### src/rtl/fsm.sv
// Traffic-light controller for a main road / side road crossing.
// Lamps and the start-timer pulse are registered and follow the state register.
module fsm (
    input  logic Clk,
    input  logic reset,
    input  logic C,
    input  logic TS,
    input  logic TL,
    output logic MR,
    output logic MY,
    output logic MG,
    output logic SR,
    output logic SY,
    output logic SG,
    output logic ST
);

    typedef enum logic [1:0] {
        MAIN_GREEN  = 2'b00,
        MAIN_YELLOW = 2'b01,
        SIDE_GREEN  = 2'b10,
        SIDE_YELLOW = 2'b11
    } state_t;

    // Lamp vector order: {MR, MY, MG, SR, SY, SG}
    localparam logic [5:0] LAMPS_MAIN_GREEN  = 6'b001_100;
    localparam logic [5:0] LAMPS_MAIN_YELLOW = 6'b010_100;
    localparam logic [5:0] LAMPS_SIDE_GREEN  = 6'b100_001;
    localparam logic [5:0] LAMPS_SIDE_YELLOW = 6'b100_010;

    state_t     r_state;
    state_t     w_next_state;
    logic [5:0] r_lamps;
    logic       r_st;

    function automatic logic [5:0] lamps_f(input state_t s);
        logic [5:0] l;
        case (s)
            MAIN_GREEN:  l = LAMPS_MAIN_GREEN;
            MAIN_YELLOW: l = LAMPS_MAIN_YELLOW;
            SIDE_GREEN:  l = LAMPS_SIDE_GREEN;
            SIDE_YELLOW: l = LAMPS_SIDE_YELLOW;
            default:     l = LAMPS_MAIN_GREEN;
        endcase
        return l;
    endfunction

    // Next-state logic: only the inputs relevant to the current state are examined.
    always_comb begin
        w_next_state = r_state;
        case (r_state)
            MAIN_GREEN: begin
                if (C && TL) w_next_state = MAIN_YELLOW;
                else         w_next_state = MAIN_GREEN;
            end
            MAIN_YELLOW: begin
                if (TS) w_next_state = SIDE_GREEN;
                else    w_next_state = MAIN_YELLOW;
            end
            SIDE_GREEN: begin
                if (!C || TL) w_next_state = SIDE_YELLOW;
                else          w_next_state = SIDE_GREEN;
            end
            SIDE_YELLOW: begin
                if (TS) w_next_state = MAIN_GREEN;
                else    w_next_state = SIDE_YELLOW;
            end
            default: w_next_state = MAIN_GREEN;
        endcase
    end

    // State, lamp and timer-pulse registers; lamps are decoded from the next state
    // so they change on the same edge as the state itself.
    always_ff @(posedge Clk or negedge reset) begin
        if (!reset) begin
            r_state <= MAIN_GREEN;
            r_lamps <= LAMPS_MAIN_GREEN;
            r_st    <= 1'b0;
        end else begin
            r_state <= w_next_state;
            r_lamps <= lamps_f(w_next_state);
            r_st    <= (w_next_state != r_state);
        end
    end

    assign {MR, MY, MG, SR, SY, SG} = r_lamps;
    assign ST = r_st;

endmodule

### config.mk
export PLATFORM = sky130hd
export DESIGN_NAME = fsm
export DESIGN_NICKNAME = d
export VERILOG_FILES = /design/src/rtl/fsm.sv
export SDC_FILE = /design/constraint.sdc
export NUM_CORES = 1
export LEC_CHECK = 0
export CAP_MARGIN = 10
export CORE_AREA = 2 2 39 41
export CTS_BUF_LIST = sky130_fd_sc_hd__clkbuf_16
export DETAILED_ROUTE_END_ITERATION = 10
export DIE_AREA = 0 0 41 43
export GPL_ROUTABILITY_DRIVEN = 0
export GPL_TIMING_DRIVEN = 1
export MAX_ROUTING_LAYER = met4
export SLEW_MARGIN = 5
export SYNTH_ARGS = -nofsm -noshare
export SYNTH_HDL_FRONTEND = slang
export SYNTH_SLANG_ARGS = --single-unit
export TNS_END_PERCENT = 30
### constraint.sdc
create_clock -name Clk -period 2.8 [get_ports Clk]
set_input_delay 0.56 -clock Clk [delete_from_list [all_inputs] [get_ports Clk]]
set_output_delay 0.56 -clock Clk [all_outputs]
set_load 0.01 [all_outputs]
==> impl.org, run 1 <==
** Run status
- Outcome :: finished, final reports clean

** Clock tree
- Clock-pin slew was measured on the worst setup and hold paths at around 0.04 ns.
- In this run the deepest clock path goes through 2 buffers.
- Count of H-tree levels built during CTS :: 1
- Buffers inserted during clock tree synthesis total 3.
- TritonCTS built the clock tree.
- CTS Root Cell :: sky130_fd_sc_hd__clkbuf_16
- CTS saw 9 sinks.
- Clock latency on the worst-skew pair, taken at its later pin, is approximately 0.23 ns.
- Buffers inserted during post-CTS setup optimization :: 0
- Gates resized during post-CTS repair numbered 0.
- CTS Hold Buffers Added :: 0

** Power
- Maximum ir drop on the vdd rail :: around 0.41 mV
- Cell internal power was estimated by the tool at 0.000512 W.
- Clock group share of total power :: between 30% and 40%
- Pwr dens :: approximately 1200 mW/mm2
- Net switching is approximately a quarter of the power.
- The analysis attributes to net switching a power of between 0.00015 and 0.0002 W.
- Static Leakage :: roughly 0.23 nW
- Of the total power, combinational logic draws between 20% and 30%.
- Of the total power, registers draw 35.8%.

** Global route
- The first global-routing pass estimated 1070 um of wire.
- Global router's overall resource usage :: roughly a tenth
- Vias in the first global route :: around 260
- After global routing the overflow that remains totals 0.
- Pin count of the biggest net entering global routing :: 11
- The number of antenna violations at the first check in global routing was 0.

** Logic synthesis
- The share of synthesized area in the top cell type comes to between 40% and 50%.
- Synthesized Nets :: 33
- The synthesized netlist occupies a cell area of 368 um2.
- Average cell area after synthesis :: 13.1 um2
- Counting every instance in the synthesized netlist gives 28.
- In the synthesized netlist the async set-or-reset flop fraction comes to 100%.
- Yosys reg bits :: 9
- The Yosys step of the flow raised 0 warnings.
- Sequential elements use around 62% of the synthesized area.
- Largest cells by area after synthesis :: sky130_fd_sc_hd__dfrtp_1, sky130_fd_sc_hd__dfstp_2, sky130_fd_sc_hd__xnor2_1
- Count of cell types in the netlist :: 16
- Ys flop type :: sky130_fd_sc_hd__dfrtp_1
- Number of flops mapped to enable cells by yosys :: 0
- Of all cell types, the one taking the most synthesized area is sky130_fd_sc_hd__dfrtp_1.
- Most repeated cell in the gate-level netlist after synthesis :: sky130_fd_sc_hd__dfrtp_1

** STA
- Fmax :: ~550 MHz
- Counting I/O delays and the setup requirement, the final critical path takes between 1.5 and 2 ns.
- Actual slew at the worst max-slew pin :: between 0.3 and 0.4 ns
- Number of setup violations in the final report :: 0
- The hold violation count in the final report came to 0.
- Setup clock skew after layout :: roughly 0.0022 ns
- The final critical path takes up 65.2% of the cycle.
- Hold WS :: a little over 0.6 ns
- Once routing completed, OpenROAD measured the worst setup slack at just under 1 ns.
- Number of max-slew violations in the final report :: 0
- In the final timing run, aggregate negative setup slack is 0 ns.
- Setup repair after global routing left no endpoint under its margin.
- In this run the tightest slew margin relative to its limit is 75.2%.

** Routing
- Routed signal wires occupy layers up through met4.
- Met3 WL post-DR :: 39 um
- Routed wire length :: between 600 and 700 um
- The first routing iteration left 3 violations.
- In the routed design, unresolved DRC markers number 0.
- Met2 WL post-DR :: around 310 um
- The count of nets left with antenna violations once routing finished came out at 0.
- DR vias :: around 250
- Length of routed wiring on met1 :: 262 um
- Vias per cell :: between 4 and 5
- WL/cell :: between 10 and 15 um
- Drt first pass iters :: 2

** Critical path
- CP bufs+invs :: 1
- The critical path goes through clkdlybuf4s50_1.
- Worst-path maximum fanout :: 1
- The worst setup path is captured at an output port.
- The slowest stage of the critical path belongs to the cell sky130_fd_sc_hd__clkdlybuf4s50_1.
- Path type of the worst setup path :: reg2out
- On the worst path, the slowest cell contributes a delay of between 0.5 and 0.6 ns.
- On the critical path the largest part of the delay comes from buffers and inverters.
- The worst setup path is launched from a flip-flop.
- For the worst setup path, the data arrival time is about 1.3 ns.
- Required time worst endpoint :: approximately 2.2 ns

** Cells and area
- Across the whole layout, storage elements account for 228 um2.
- Of the cells placed in the final design, the portion with a size suffix greater than 1 is ~17%.
- Total area of multi-input combinational cells :: ~120 um2
- Area growth from synthesis to final layout :: 51.7%
- Excluding fillers, the count of instances in the completed layout stands at 57.
- Diodes inserted :: 0
- Number of filler cells placed in the layout :: ~140
- At the end of the flow the core is filled with cells to a little over 40%.
- Final layout net count :: 47

** Floorplan
- The floorplan has 14 rows.
- During I/O placement, the number of pins put on the boundary was 12.
- The floorplan step set the die width to about 40 um.
- The die covers 0.00176 mm2.
- Vertical die dimension :: ~43 um
- The floorplan step defined a core boundary enclosing roughly 0.0014 mm2.
- Once the floorplan was initialized, standard cells occupied a little over a quarter of the core.

** Hold path
- The tightest min-delay check is of the in2async type.

** Placed design
- Number of buffers added on ports :: 11
- The number of placed instances, taps included, is 53.
- Timing analysis after detailed placement gives a worst setup slack of 1.20 ns.

** Flow run
- The tool flagged a number of max-cap violations equal to 0.
## power groups by stage
stage          clock (W)  combinational, W  sequential (W)
2_1_floorplan          0          0.000123        0.000242
3_3_place_gp           0          0.000203        0.000246
3_5_place_dp           0          0.000207        0.000247
4_1_cts         0.000249          0.000206        0.000249
5_1_grt         0.000259          0.000223        0.000256
6_report        0.000243          0.000203        0.000248
## final timing paths
check                        endpoint  startpoint  cells after the start  slack (ns)
min in group Clk           r_lamps[0]  r_state[0]                      1        0.63
min reg2reg                r_lamps[0]  r_state[0]                      1        0.63
min                        r_lamps[0]       reset                      1        0.61
max in group asynchronous  r_lamps[2]       reset                      1        1.88
max                                MG  r_lamps[3]                      1        0.97
max reg2reg                r_lamps[1]  r_state[0]                      1        1.85
## registers in the layout (all words and copies together), names as in the netlist
signal,flops
r_lamps,6
r_state,2
ST,1
## per-stage QoR
| stage | instance area, um2 | power [W] |
|---|---|---|
| after floorplan | 368 | 0.000365 |
| after global placement | 479 | 0.000448 |
| after detailed placement | 479 | 0.000454 |
| after CTS | 558 | 0.000703 |
| after global routing | 558 | 0.000738 |
| final | 558 | 0.000695 |
## final cells by class
cell class	instances	area share, %
tap	16	3.59
clock buffer	3	13.5
timing repair buffer	11	19.7
sequential	9	40.8
multi-input combinational	16	21.1
inverter	1	0.673
clock inverter	1	0.673
## cells in the final DEF (no fill, tap or decap)
cell | Yosys | final
sky130_fd_sc_hd__o311a_1 | 1 | 1
sky130_fd_sc_hd__nand3b_1 | 2 | 2
sky130_fd_sc_hd__nand2_2 | 1 | 1
sky130_fd_sc_hd__a21oi_1 | 2 | 2
sky130_fd_sc_hd__o22ai_1 | 1 | 1
sky130_fd_sc_hd__inv_1 | 1 | 2
sky130_fd_sc_hd__nand2b_1 | 2 | 2
sky130_fd_sc_hd__dfrtp_1 | 7 | 7
sky130_fd_sc_hd__dfstp_2 | 2 | 2
sky130_fd_sc_hd__clkdlybuf4s50_1 | 0 | 11
sky130_fd_sc_hd__a21boi_0 | 2 | 2
sky130_fd_sc_hd__a211oi_1 | 1 | 1
sky130_fd_sc_hd__xnor2_1 | 2 | 2
sky130_fd_sc_hd__clkbuf_16 | 0 | 3
sky130_fd_sc_hd__xor2_1 | 1 | 1
sky130_fd_sc_hd__a31o_2 | 1 | 1
## routing by layer
layer	global-route usage [%]	vias to the layer above
met4	10.0	0
li1	-	121
met2	11.6	9
met3	3.14	2
met5	-	-
met1	12.8	119
## kinds of logic (layout without fill, tap and decap cells)
kind of cell / count (synthesis) / after routing / synth area share, %
AO/OA/AOI/OAI: 8 / 8 / 15.6
AND/OR/NAND/NOR: 5 / 5 / 9.18
flip-flops: 9 / 9 / 61.9
XOR/XNOR: 3 / 3 / 7.14
buffers and inverters: 3 / 16 / 6.12
No activity file was read; power rests on OpenSTA's default activity.
==> run 2: changes to the inputs <==
==> constraint.sdc (replaced) <==
create_clock -name Clk -period 1.92 [get_ports Clk]
set_input_delay 0.384 -clock Clk [delete_from_list [all_inputs] [get_ports Clk]]
set_output_delay 0.384 -clock Clk [all_outputs]
set_load 0.01 [all_outputs]
==> results of run 2 <==
Same layout as run 1 (identical final DEF). Status: finished, final reports clean.
Main changes from that run: setup slack after placement 1.20 ns -> 0.496 ns; setup slack after layout 0.973 ns -> 0.269 ns; hold slack 0.613 ns -> 0.437 ns; register-to-register setup slack 1.85 ns -> 0.97 ns; total power 0.000695 W -> 0.00101 W; worst IR drop on VDD 0.412 mV -> 0.601 mV
